`config.mk`:
```
export PLATFORM = sky130hd
export DESIGN_NAME = vend_coin_arbiter
export DESIGN_NICKNAME = d
export VERILOG_FILES = /design/src/rtl/vend_coin_arbiter.sv
export SDC_FILE = /design/constraint.sdc
export NUM_CORES = 1
export LEC_CHECK = 0
export CAP_MARGIN = 20
export CORE_MARGIN = 1
export CORE_UTILIZATION = 45
export CTS_CLUSTER_DIAMETER = 100
export DETAILED_ROUTE_END_ITERATION = 7
export GPL_TIMING_DRIVEN = 0
export PLACE_DENSITY = 0.69
export SYNTH_ARGS = -nofsm -noshare
export SYNTH_HDL_FRONTEND = slang
export SYNTH_SLANG_ARGS = --single-unit
```
`constraint.sdc`:
```
create_clock -name clk -period 5.3 [get_ports clk]
set_input_delay 1.325 -clock clk [delete_from_list [all_inputs] [get_ports clk]]
set_output_delay 1.325 -clock clk [all_outputs]
set_load 0.1 [all_outputs]
```
`src/rtl/vend_coin_arbiter.sv`:
```
// Round-robin coin-acceptor arbiter: locks the shared vending machine coin input
// to one acceptor per purchase, releasing it on a sale or an idle timeout.
module vend_coin_arbiter #(
    parameter int N_CH    = 4,
    parameter int TIMEOUT = 255,
    parameter int CNT_W   = 8,
    parameter int CH_W    = 2
) (
    input  logic              clk,
    input  logic              rst,
    input  logic [N_CH-1:0]   ch_req,
    input  logic [2*N_CH-1:0] ch_coin,
    output logic [N_CH-1:0]   ch_ack,
    output logic [1:0]        vm_in,
    input  logic              vm_out,
    input  logic [1:0]        vm_change,
    output logic [CH_W-1:0]   owner,
    output logic              busy,
    output logic              reject,
    output logic              done_valid,
    output logic [CH_W-1:0]   done_ch,
    output logic [1:0]        done_change,
    output logic              abandon,
    output logic [1:0]        dbg_state
);

    typedef enum logic [1:0] {S_IDLE, S_FEED, S_SETTLE, S_HOLD} state_t;

    state_t            state_q, state_d;
    logic [CH_W-1:0]   rr_q, rr_d;
    logic [CNT_W-1:0]  timer_q, timer_d;
    logic [CH_W-1:0]   owner_q, owner_d;
    logic [1:0]        coin_q, coin_d;
    logic [CH_W-1:0]   done_ch_q, done_ch_d;
    logic [1:0]        done_change_q, done_change_d;
    logic              busy_q, busy_d;
    logic              reject_q, reject_d;
    logic              done_valid_q, done_valid_d;
    logic              abandon_q, abandon_d;
    logic [N_CH-1:0]   ack_d;

    logic [CH_W-1:0]   rr_win, scan_idx;
    logic              rr_hit;
    logic [1:0]        win_coin, own_coin;
    logic              own_req;

    function automatic logic [1:0] coin_of(input logic [2*N_CH-1:0] coins,
                                           input logic [CH_W-1:0] ch);
        coin_of = 2'b00;
        for (int k = 0; k < N_CH; k++) begin
            if (ch == CH_W'(k)) coin_of = coins[2*k +: 2];
        end
    endfunction

    function automatic logic [CH_W-1:0] next_ch(input logic [CH_W-1:0] ch);
        return (ch == CH_W'(N_CH - 1)) ? '0 : ch + CH_W'(1);
    endfunction

    function automatic logic coin_ok(input logic [1:0] code);
        return code == 2'b01 || code == 2'b10;
    endfunction

    // First requester at or after rr_q, wrapping around the channel ring.
    always_comb begin
        rr_win   = '0;
        rr_hit   = 1'b0;
        scan_idx = rr_q;
        for (int k = 0; k < N_CH; k++) begin
            if (!rr_hit && ch_req[scan_idx]) begin
                rr_hit = 1'b1;
                rr_win = scan_idx;
            end
            scan_idx = next_ch(scan_idx);
        end
    end

    assign win_coin = coin_of(ch_coin, rr_win);
    assign own_coin = coin_of(ch_coin, owner_q);
    assign own_req  = ch_req[owner_q];

    always_comb begin
        state_d       = state_q;
        rr_d          = rr_q;
        timer_d       = timer_q;
        owner_d       = owner_q;
        coin_d        = coin_q;
        done_ch_d     = done_ch_q;
        done_change_d = done_change_q;
        reject_d      = 1'b0;
        done_valid_d  = 1'b0;
        abandon_d     = 1'b0;
        ack_d         = '0;
        unique case (state_q)
            S_IDLE: begin
                if (rr_hit) begin
                    ack_d = N_CH'(1) << rr_win;
                    if (coin_ok(win_coin)) begin
                        coin_d  = win_coin;
                        owner_d = rr_win;
                        state_d = S_FEED;
                    end else begin
                        reject_d = 1'b1;
                        rr_d     = next_ch(rr_win);
                    end
                end
            end
            S_FEED: state_d = S_SETTLE;
            S_SETTLE: begin
                if (vm_out) begin
                    done_valid_d  = 1'b1;
                    done_ch_d     = owner_q;
                    done_change_d = vm_change;
                    rr_d          = next_ch(owner_q);
                    owner_d       = '0;
                    state_d       = S_IDLE;
                end else begin
                    timer_d = '0;
                    state_d = S_HOLD;
                end
            end
            S_HOLD: begin
                if (own_req && coin_ok(own_coin)) begin
                    ack_d   = N_CH'(1) << owner_q;
                    coin_d  = own_coin;
                    state_d = S_FEED;
                end else if (timer_q == CNT_W'(TIMEOUT)) begin
                    // An invalid owner coin pending here stays unacked so that
                    // abandon and reject never pulse together; IDLE rejects it.
                    abandon_d = 1'b1;
                    done_ch_d = owner_q;
                    rr_d      = next_ch(owner_q);
                    owner_d   = '0;
                    state_d   = S_IDLE;
                end else begin
                    timer_d = timer_q + CNT_W'(1);
                    if (own_req) begin
                        ack_d    = N_CH'(1) << owner_q;
                        reject_d = 1'b1;
                    end
                end
            end
            default: state_d = S_IDLE;
        endcase
        busy_d = (state_d != S_IDLE) || done_valid_d || abandon_d;
    end

    always_ff @(posedge clk or negedge rst) begin
        if (!rst) begin
            state_q       <= S_IDLE;
            rr_q          <= '0;
            timer_q       <= '0;
            owner_q       <= '0;
            coin_q        <= 2'b00;
            done_ch_q     <= '0;
            done_change_q <= 2'b00;
            busy_q        <= 1'b0;
            reject_q      <= 1'b0;
            done_valid_q  <= 1'b0;
            abandon_q     <= 1'b0;
        end else begin
            state_q       <= state_d;
            rr_q          <= rr_d;
            timer_q       <= timer_d;
            owner_q       <= owner_d;
            coin_q        <= coin_d;
            done_ch_q     <= done_ch_d;
            done_change_q <= done_change_d;
            busy_q        <= busy_d;
            reject_q      <= reject_d;
            done_valid_q  <= done_valid_d;
            abandon_q     <= abandon_d;
        end
    end

    // Acks are combinational from IDLE, so gate them while reset is held.
    assign ch_ack      = rst ? ack_d : '0;
    assign vm_in       = (state_q == S_FEED) ? coin_q : 2'b00;
    assign owner       = owner_q;
    assign busy        = busy_q;
    assign reject      = reject_q;
    assign done_valid  = done_valid_q;
    assign done_ch     = done_ch_q;
    assign done_change = done_change_q;
    assign abandon     = abandon_q;
    assign dbg_state   = state_q;

endmodule

```
After elaboration in Yosys (flattened, before gate mapping). Cells that the tools add are included.

Bits in registers: 24. Output and inout bits: 18. Word-level logic and storage cells: 153.

Add/subtract/negate cells: 6. $lt $le $gt $ge: 5. Eq/ne operators: 26. Shifts and indexed selects: 2. Muxes and demuxes: 79. Reduce and logical (&&, ||, !) cells: 24.

Operators with widths (count): 2-bit two-way mux (39); 8-bit two-way mux (3); 2-bit equality test, second input constant (11); 4-bit two-way mux (5); 1-bit two-way mux (19); 2-bit inequality test, second input constant (9); 8-bit one-hot mux with 2 select lines (1); 2-bit by 3-bit < comparator with 1-bit output, second input constant (5); 2-bit one-hot mux with 3 select lines (2); 4-bit AND reduction (3); 6-bit AND reduction (2); 2-bit by 1-bit adder with 2-bit output, second input constant (5); 1-bit binary-select mux with 2-bit select (5); 2-bit by 1-bit equality test with 1-bit output, second input constant (5); 8-bit by 1-bit adder with 8-bit output, second input constant (1); 8-bit equality test, second input constant (1); 2-bit one-hot mux with 2 select lines (2); 2-bit one-hot mux with 4 select lines (1); 4-bit one-hot mux with 2 select lines (1); 1-bit by 2-bit left shift with 4-bit output, first input constant (2); 2-bit zero test (3); 2-bit nonzero test (3); 1-bit logical AND (4); 1-bit logical OR (4); 4 further kinds (6).

Longest topological paths before layout. Gate-level depths: netlist of run 1.

Depth after elaboration: 25. Gate-level depth with buffers: 16. Depth with buffers taken out: 15.

Worst setup path after synthesis of run 1. Ideal clock, no wire load.

Kind: input to output. Start: in ch_req[2]. End: out ch_ack[3]. Data arrival time: 3.775 ns. Setup slack: 0.200 ns. Stages on the path: 6. Path buffers: 1. Cells stage by stage: buf_2 mux4_2 or2_2 o41ai_2 ha_1 a22o_1.

Cells in the longest elaborated chain, start to end: 16. Elaborated cells between the ends (all ways): 32.

Ends and longest elaborated chain: start, declared (line 11) `input logic [N_CH-1:0] ch_req,`; 1-bit binary-select mux with 2-bit select (line 69) `if (!rr_hit && ch_req[scan_idx]) begin`; 1-bit two-way mux (implied by the code) (line 69); 1-bit two-way mux (line 69); 1-bit zero test (line 69); 1-bit logical AND (line 69); 1-bit two-way mux (line 69); 1-bit zero test (line 69); 1-bit logical AND (line 69); 1-bit two-way mux (line 69); 1-bit zero test (line 69); 1-bit logical AND (line 69); 2-bit two-way mux (line 69); 1-bit by 2-bit left shift with 4-bit output (line 96) `ack_d = N_CH'(1) << rr_win;`; 4-bit two-way mux (line 95) `if (rr_hit) begin`; 4-bit one-hot mux with 2 select lines (*) (line 93) `unique case (state_q)`; 4-bit two-way mux (*) (line 176) `assign ch_ack = rst ? ack_d : '0;`; end, declared (line 13) `output logic [N_CH-1:0] ch_ack,`.

Mark *: on every way between the ends. The rest lies on a longest branch, timed or not. The select of a mux whose other input is x is not followed.

Final worst setup path of run 1.
Start: in ch_req[3]. End: out ch_ack[3].

The elaborated chain is that of the path after synthesis.

==> results.cfg, run 1 <==
[setup_path]
cp_data_required_time_ns = 3.97
worstPathMaxFanout = 10
r2r_cells = 14
critPathLaunchType = primary input
cp-end-kind = output port
r2r_setup_slack_ns = 1.13
cp_data_arrival_time_ns = 3.86
worstReg2RegStart = rr_q[0]
r2r-end = busy
crit_path_start = ch_req[3]
worstSetupPathType = primary input to output port

[routing]
vias = 1767
antenna_left = 0
routedWlPerCell_um = 14.7
drc = 0
routed_wirelength_um = 4520
drtPass1Iterations = 4
drt_iter0_drc = 113
viasPerCell = 5.74

[synth]
ys_ff_latch = 24
synth_warnings = 0
synth_edf_count = 0
syn_inst = 219
synth_seq_area_share = 0.295
ys_top_cells_by_area = dfrtp_1 (29%), ha_1 (9.2%), mux4_2 (4.4%)
synth_most_common_cell = dfrtp_1
ys_async_sr_fraction = 1.00
syn_area_um2 = 2040
netlist_top_cells_count = dfrtp_1 (24), nand2_1 (18), ha_1 (15)
synth_nets = 251
ys.flop_type = dfrtp_1
synth_cell_types = 56
yosysTopAreaCell = dfrtp_1
synth.top_cell.area_share = 0.295
syn_area_per_cell_um2 = 9.30

[outcome]
status = completed

[timing]
max_slew_margin = 0.349
fmax_mhz = 193
rsz0062_at_grt = true
fin_skew_ns = 0.00336
tns_ns = 0
slew_violations = 0
tightest_slew_ns = 0.973
period_share = 0.979
hold_violations = 0
fin_crit_ns = 5.19
holdWs_ns = 0.511
setup_violations = 0

[global_routing]
antenna_found_initial = 0
grt_pass1_wl_um = 7580
grt.total_usage = 0.191
grt_overflow = 0
grt_pass1_vias = 1593
grt_max_degree = 17

[floorplanning]
die_w_um = 69.3
ios = 35
fp.dieH_um = 69.3
row_count = 24
initial_core_util = 0.468
core_area_um2 = 4350
die_area_um2 = 4800

[clock_tree]
clkSinkCount = 24
htreeDepth = 1
root_buffer = clkbuf_8
cts_buffer_depth = 2
cts_buffers = 3
clk_pin_slew_ns = 0.08
clock_latency_ns = 0.26
cts_tree = done
post_cts_buffers = 0
cts.hold.buffers_added = 0

[worst_hold_path]
hold_class = flip-flop to flip-flop
worstHoldStart = coin_q[1]
whs_path_depth = 1
min_to = coin_q[1]

[layout]
drive_above_1_share = 0.141
final_util = 0.576
fillers = 419
finalNonFillerCells = 308
layout.nets = 290
area_growth_pct = 23.1
antenna_cells = 0

[placement]
globalplace.congestion = 0.850
dp_hpwl_um = 3440
portBuffers = 33
numPlacedInstances = 305

[run]
maxCapViolations = 0
metal layers:
layer / share of wire / global-route usage / routed length (um) / vias to the layer above
met5: 0 / 0 / 0 / -
met4: 0.0049 / 0.0295 / 22 / 0
met3: 0.036 / 0.0392 / 163 / 4
met2: 0.47 / 0.296 / 2120 / 36
met1: 0.49 / 0.282 / 2210 / 852
li1: - / - / - / 875
sequential cells by signal, summed over array words and instances (netlist names):
| name | count |
|---|---|
| reject | 1 |
| owner | 2 |
| rr_q | 2 |
| timer_q | 8 |
| done_valid | 1 |
| done_change | 2 |
| done_ch | 2 |
| dbg_state | 2 |
| busy | 1 |
| abandon | 1 |
| coin_q | 2 |
placed cells by master (no fill, tap or decap), types with 3 or more instances in the layout:
| cell | n |
|---|---|
| mux2_2 | 7 |
| nand2b_1 | 6 |
| ha_1 | 14 |
| nor3_1 | 6 |
| a211oi_1 | 6 |
| and2_1 | 5 |
| buf_4 | 4 |
| a21oi_1 | 5 |
| buf_2 | 4 |
| clkbuf_1 | 3 |
| a22o_1 | 4 |
| o211ai_1 | 3 |
| inv_1 | 11 |
| mux2i_1 | 7 |
| dfrtp_1 | 24 |
| nand3b_1 | 4 |
| nand2_1 | 18 |
| and3_1 | 4 |
| clkbuf_8 | 3 |
| xnor2_1 | 6 |
| nor2b_1 | 10 |
| clkdlybuf4s50_1 | 27 |
| nand3_1 | 3 |
| o21ai_0 | 8 |
| nor3b_1 | 6 |
| mux4_2 | 4 |
| nor2_1 | 13 |
critical path: stages:
cell and delay (ns):
clkdlybuf4s50_1 0.41, buf_2 0.19, inv_1 0.07, a32o_1 0.22, a22oi_2 0.13, or2_2 0.34
o41ai_4 0.34, ha_1 0.37, a22o_1 0.19, buf_4 0.28
worst max path at each step:
| stage | endpoint | cells after the start |
|---|---|---|
| 5_1_grt | ch_ack[3] | 10 |
| 2_1_floorplan | ch_ack[3] | 6 |
| 3_5_place_dp | ch_ack[3] | 7 |
| 4_1_cts | ch_ack[0] | 11 |
| 3_3_place_gp | ch_ack[3] | 7 |
| 6_report | ch_ack[3] | 10 |
kinds of logic after synthesis:
group | share of synthesized area
muxes | 0.123
AOI/OAI and AO/OA | 0.176
and+or+nand+nor | 0.251
DFF | 0.295
buffers and inverters | 0.0375
xor gates and xnor gates | 0.0258
adders and majority gates | 0.0921
repair_timing:
item / CTS / global route
resized for setup: 26 / 4
endpoints found under the setup margin: 4 / 4
pin swaps: 0 / 1
per-stage QoR:
stage               instance area (um2)  worst slack (ns)
floorplan                          2040             0.200
global placement                   2430            -0.977
detailed placement                 2460            -0.958
CTS                                2500            0.0497
global route                       2510          -0.00852
finish                             2510             0.111
area by class of cell:
type	count	area, um2	area share
multi-input combinational	176	1380	0.550
sequential	24	601	0.240
timing repair buffer	34	345	0.138
tap	52	65.1	0.0259
inverter	12	45.0	0.0180
clock buffer	3	41.3	0.0165
buffer	7	31.3	0.0125
Power of run 1 is not shown: default switching activity piles up to over one toggle a cycle in this logic, so the estimate is an artifact.
==> run 2, diff against run 1 <==
SKIP_CTS_REPAIR_TIMING = 1   (was unset)
==> run 2 against run 1 <==
Net effect: register-to-register slack got worse by 0.03 ns; first-iteration DRC count decreased by 4.4%; hold slack about the same; global-route usage decreased by 0.28 points; maximum frequency decreased by 0.16%; clock skew about the same; cell count unchanged; setup slack got worse by 0.0085 ns; routed wire length increased by 0.69%; sequential share of layout area decreased by 0.072 points; die area unchanged; critical endpoint is now ch_ack[2].
==> results.cfg, run 2 (synthesized netlist as in run 1, its figures left out) <==
[floorplanning]
ios = 35
die_area_um2 = 4800
row_count = 24
die_w_um = 69.3
core_area_um2 = 4350
fp.dieH_um = 69.3
initial_core_util = 0.468

[timing]
setup_violations = 0
slew_violations = 0
fin_crit_ns = 5.20
tightest_slew_ns = 0.973
fmax_mhz = 192
period_share = 0.981
hold_violations = 0
fin_skew_ns = 0.00296
max_slew_margin = 0.349

[routing]
vias = 1768
antenna_left = 0
drt_iter0_drc = 108
routed_wirelength_um = 4550
routedWlPerCell_um = 14.8
drtPass1Iterations = 4
viasPerCell = 5.74
drc = 0

[setup_path]
path_cells = clkdlybuf4s50_1, buf_2, inv_1, a32o_1, a22oi_2, or2_2, o41ai_4, inv_2, ha_1, a22o_1, buf_4
critPathLaunchType = primary input
cp_slowest_cell = clkdlybuf4s50_1
cp-end-kind = output port
cp_data_required_time_ns = 3.97
cpPeakStageDelay_ns = 0.41
worstSetupPathType = primary input to output port
cp_data_arrival_time_ns = 3.87
worstPathMaxFanout = 10

[clock_tree]
clk_pin_slew_ns = 0.08
cts_buffers = 3
clkSinkCount = 24
htreeDepth = 1
cts_buffer_depth = 2
clock_latency_ns = 0.26
root_buffer = clkbuf_8
cts_tree = done

[run]
maxCapViolations = 0

[outcome]
status = completed

[layout]
final_cell_mix = clkdlybuf4s50_1 (27), dfrtp_1 (24), nand2_1 (18), ha_1 (14), nor2_1 (13)
final_util = 0.578
drive_above_1_share = 0.141
largest_register_ffs = 8
layout.cells.most_common = clkdlybuf4s50_1
layout.nets = 290
antenna_cells = 0
largest-register = timer_q
area_growth_pct = 23.5

[placement]
dp_hpwl_um = 3440
globalplace.congestion = 0.850
portBuffers = 33

[global_routing]
grt_pass1_vias = 1581
grt_max_degree = 17
grt.total_usage = 0.189
antenna_found_initial = 0
grt_pass1_wl_um = 7470
grt_overflow = 0

[worst_hold_path]
hold_class = flip-flop to flip-flop
-- run 2: per-layer routing --
metal / part of all wire / vias to the layer above / GRT usage
met2: 0.47 / 33 / 0.296
met1: 0.49 / 855 / 0.275
li1: - / 875 / -
met4: 0.0055 / 0 / 0.0272
met5: 0 / - / 0
met3: 0.038 / 5 / 0.0378
-- run 2: path summary, 6_finish.rpt --
kind | from | to | slack (ns) | cells after the start
max | ch_req[3] | ch_ack[2] | 0.10 | 11
min | coin_q[1] | coin_q[1] | 0.51 | 1
max reg2reg | rr_q[0] | busy | 1.10 | 15
min reg2reg | coin_q[1] | coin_q[1] | 0.51 | 1
max in group asynchronous | rst | timer_q[4] | 3.39 | 2
min in group asynchronous | rst | coin_q[1] | 1.43 | 1
-- run 2: metrics by stage --
step	hold WS (ns)	setup slack, ns	instances	instance area, um2	TNS, ns
after detailed placement	0.498	-0.958	305	2460	-3.53
final	0.510	0.103	308	2510	0
after floorplan	0.465	0.200	219	2040	0
after global placement	0.488	-0.977	304	2430	-3.57
after global routing	0.540	-0.00504	308	2510	-0.00504
after CTS	0.517	-0.971	308	2500	-3.51
-- run 2: worst max-delay path: cells and delay by family --
kind	cells	cell delay, ns
compound gates	4	0.93
fa+ha+maj	1	0.28
buf+inv	5	0.99
simple gates	1	0.34
-- run 2: final cells by class --
| type | instances | area (um2) |
|---|---|---|
| fill | 415 | 1840 |
| multi-input combinational | 176 | 1380 |
| sequential | 24 | 601 |
| timing repair buffer | 34 | 353 |
| tap | 52 | 65.1 |
| inverter | 12 | 45.0 |
| clock buffer | 3 | 41.3 |
| buffer | 7 | 31.3 |
Power of run 2 is left out for the same reason.
==> run 3, diff against run 2 <==
==> constraint.sdc (replaced) <==
create_clock -name clk -period 5.3 [get_ports clk]
set_input_delay 1.06 -clock clk [delete_from_list [all_inputs] [get_ports clk]]
set_output_delay 1.06 -clock clk [all_outputs]
set_load 0.1 [all_outputs]
==> run 3 against run 2 <==
Net effect: cell count did not move; routed wire length fell by 1.6%; register-to-register slack got worse by 0.14 ns; clock-buffer cell count did not move; global-route usage did not move; critical endpoint unchanged; sequential share of layout area rose by 0.18 points; critical path type unchanged; flip-flop and latch count did not move; design area fell by 0.75%; first-iteration DRC count rose by 6.5%; via count rose by 1.1%; non-clock buffer count did not move; clock skew fell by 0.00088 ns.
==> results.cfg, run 3 (synthesized netlist as in run 1, its figures left out) <==
[setup_path]
cp_slowest_cell = mux4_2
path_cells = clkdlybuf4s50_1, mux4_2, or2_2, o41ai_2, inv_2, ha_1, a22o_1, dlymetal6s2s_1
worstPathMaxFanout = 9
worstReg2RegStart = rr_q[0]
critPathLaunchType = primary input
path_buf_inv = 3
cp_data_arrival_time_ns = 4.10
cpPeakStageDelay_ns = 0.59
r2r-end = busy
cp_data_required_time_ns = 4.24
worstSetupPathType = primary input to output port
r2r_cells = 15
r2r_setup_slack_ns = 0.96
critPathTopFamily = buffers and inverters
cp-end-kind = output port

[layout]
layout.cells.most_common = clkdlybuf4s50_1
largest_register_ffs = 8
area_growth_pct = 22.5
drive_above_1_share = 0.125
largest-register = timer_q
layout.nets = 290
finalNonFillerCells = 308
antenna_cells = 0
final_cell_mix = clkdlybuf4s50_1 (29), dfrtp_1 (24), nand2_1 (18), ha_1 (15), nor2_1 (13)
fillers = 417

[timing]
setup_violations = 0
max_slew_margin = 0.349
rsz0062_at_grt = false
hold_violations = 0
tightest_slew_ns = 0.973
fin_crit_ns = 5.16
fmax_mhz = 194
slew_violations = 0
period_share = 0.974
fin_skew_ns = 0.00208
holdWs_ns = 0.510

[floorplanning]
row_count = 24
ios = 35
die_w_um = 69.3
fp.dieH_um = 69.3
die_area_um2 = 4800
initial_core_util = 0.468
core_area_um2 = 4350

[routing]
vias = 1787
viasPerCell = 5.80
drt_iter0_drc = 115
routed_wirelength_um = 4480
drtPass1Iterations = 4
routedWlPerCell_um = 14.5
antenna_left = 0
drc = 0

[global_routing]
grt_pass1_wl_um = 7470
grt.total_usage = 0.189
grt_pass1_vias = 1581
grt_overflow = 0
antenna_found_initial = 0
grt_max_degree = 17

[clock_tree]
cts_buffer_depth = 2
cts_tree = done
clock_latency_ns = 0.26
clk_pin_slew_ns = 0.08
clkSinkCount = 24
htreeDepth = 1
cts_buffers = 3
root_buffer = clkbuf_8

[placement]
numPlacedInstances = 305
dp_hpwl_um = 3440
portBuffers = 33
globalplace.congestion = 0.850

[worst_hold_path]
hold_class = flip-flop to flip-flop
worstHoldStart = coin_q[1]
min_to = coin_q[1]
whs_path_depth = 1

[run]
maxCapViolations = 0

[outcome]
status = completed
==> run 3: cell types whose count changed in the layout (fill, tap and decap cells not counted), sizes merged <==
cell,delta
buf,-3
clkdlybuf4s50,+2
clkbuf,+1
==> run 3: how the worst max path moves through the flow <==
stage          startpoint   endpoint  slack (ns)  cells after the start
2_1_floorplan    owner[0]  ch_ack[0]        0.59                      8
3_3_place_gp    ch_req[0]  ch_ack[3]       -0.45                      7
3_5_place_dp    ch_req[0]  ch_ack[3]       -0.43                      7
4_1_cts         ch_req[1]  ch_ack[3]       -0.44                      7
5_1_grt         ch_req[0]  ch_ack[2]        0.02                      7
6_report        ch_req[1]  ch_ack[2]        0.14                      8
==> run 3: per-layer routing <==
| metal | GRT usage | wire length (um) | vias to the layer above | share of wire |
|---|---|---|---|---|
| met5 | 0 | 0 | - | 0 |
| met4 | 0.0272 | 25 | 0 | 0.0056 |
| met3 | 0.0378 | 202 | 5 | 0.045 |
| met2 | 0.296 | 2060 | 41 | 0.46 |
| met1 | 0.275 | 2190 | 862 | 0.49 |
| li1 | - | - | 879 | - |
==> run 3: worst reg2reg max path, cell delays in order, from the launching register on <==
cell and delay (ns):
dfrtp_1 0.39, ha_1 0.34, xnor2_1 0.31, a32o_1 0.23, a22oi_1 0.17, or2_2 0.35, o41ai_2 0.43, inv_2 0.10
ha_1 0.30, a211oi_1 0.26, a211oi_2 0.14, xnor2_1 0.16, and2_1 0.19, o21ai_0 0.24, nand3_2 0.11, or4_1 0.51
==> run 3: cell type report <==
type | instances | area (um2) | area share
Multi-Input combinational cell | 176 | 1360 | 0.545
Tap cell | 52 | 65.1 | 0.0261
Clock buffer | 3 | 41.3 | 0.0165
Buffer | 7 | 31.3 | 0.0125
Timing Repair Buffer | 34 | 353 | 0.141
Inverter | 12 | 45.0 | 0.0180
Sequential cell | 24 | 601 | 0.241
==> run 3: metrics by stage <==
| step | area (um2) | setup WS (ns) | utilization | TNS [ns] |
|---|---|---|---|---|
| 2_1_floorplan | 2040 | 0.585 | - | 0 |
| 3_3_place_gp | 2430 | -0.447 | 0.559 | -1.40 |
| 3_5_place_dp | 2460 | -0.428 | 0.565 | -1.33 |
| 4_1_cts | 2500 | -0.441 | 0.574 | -1.39 |
| 5_1_grt | 2500 | 0.0181 | 0.573 | 0 |
| 6_report | 2500 | 0.138 | 0.573 | 0 |
Power of run 3 is left out for the same reason.
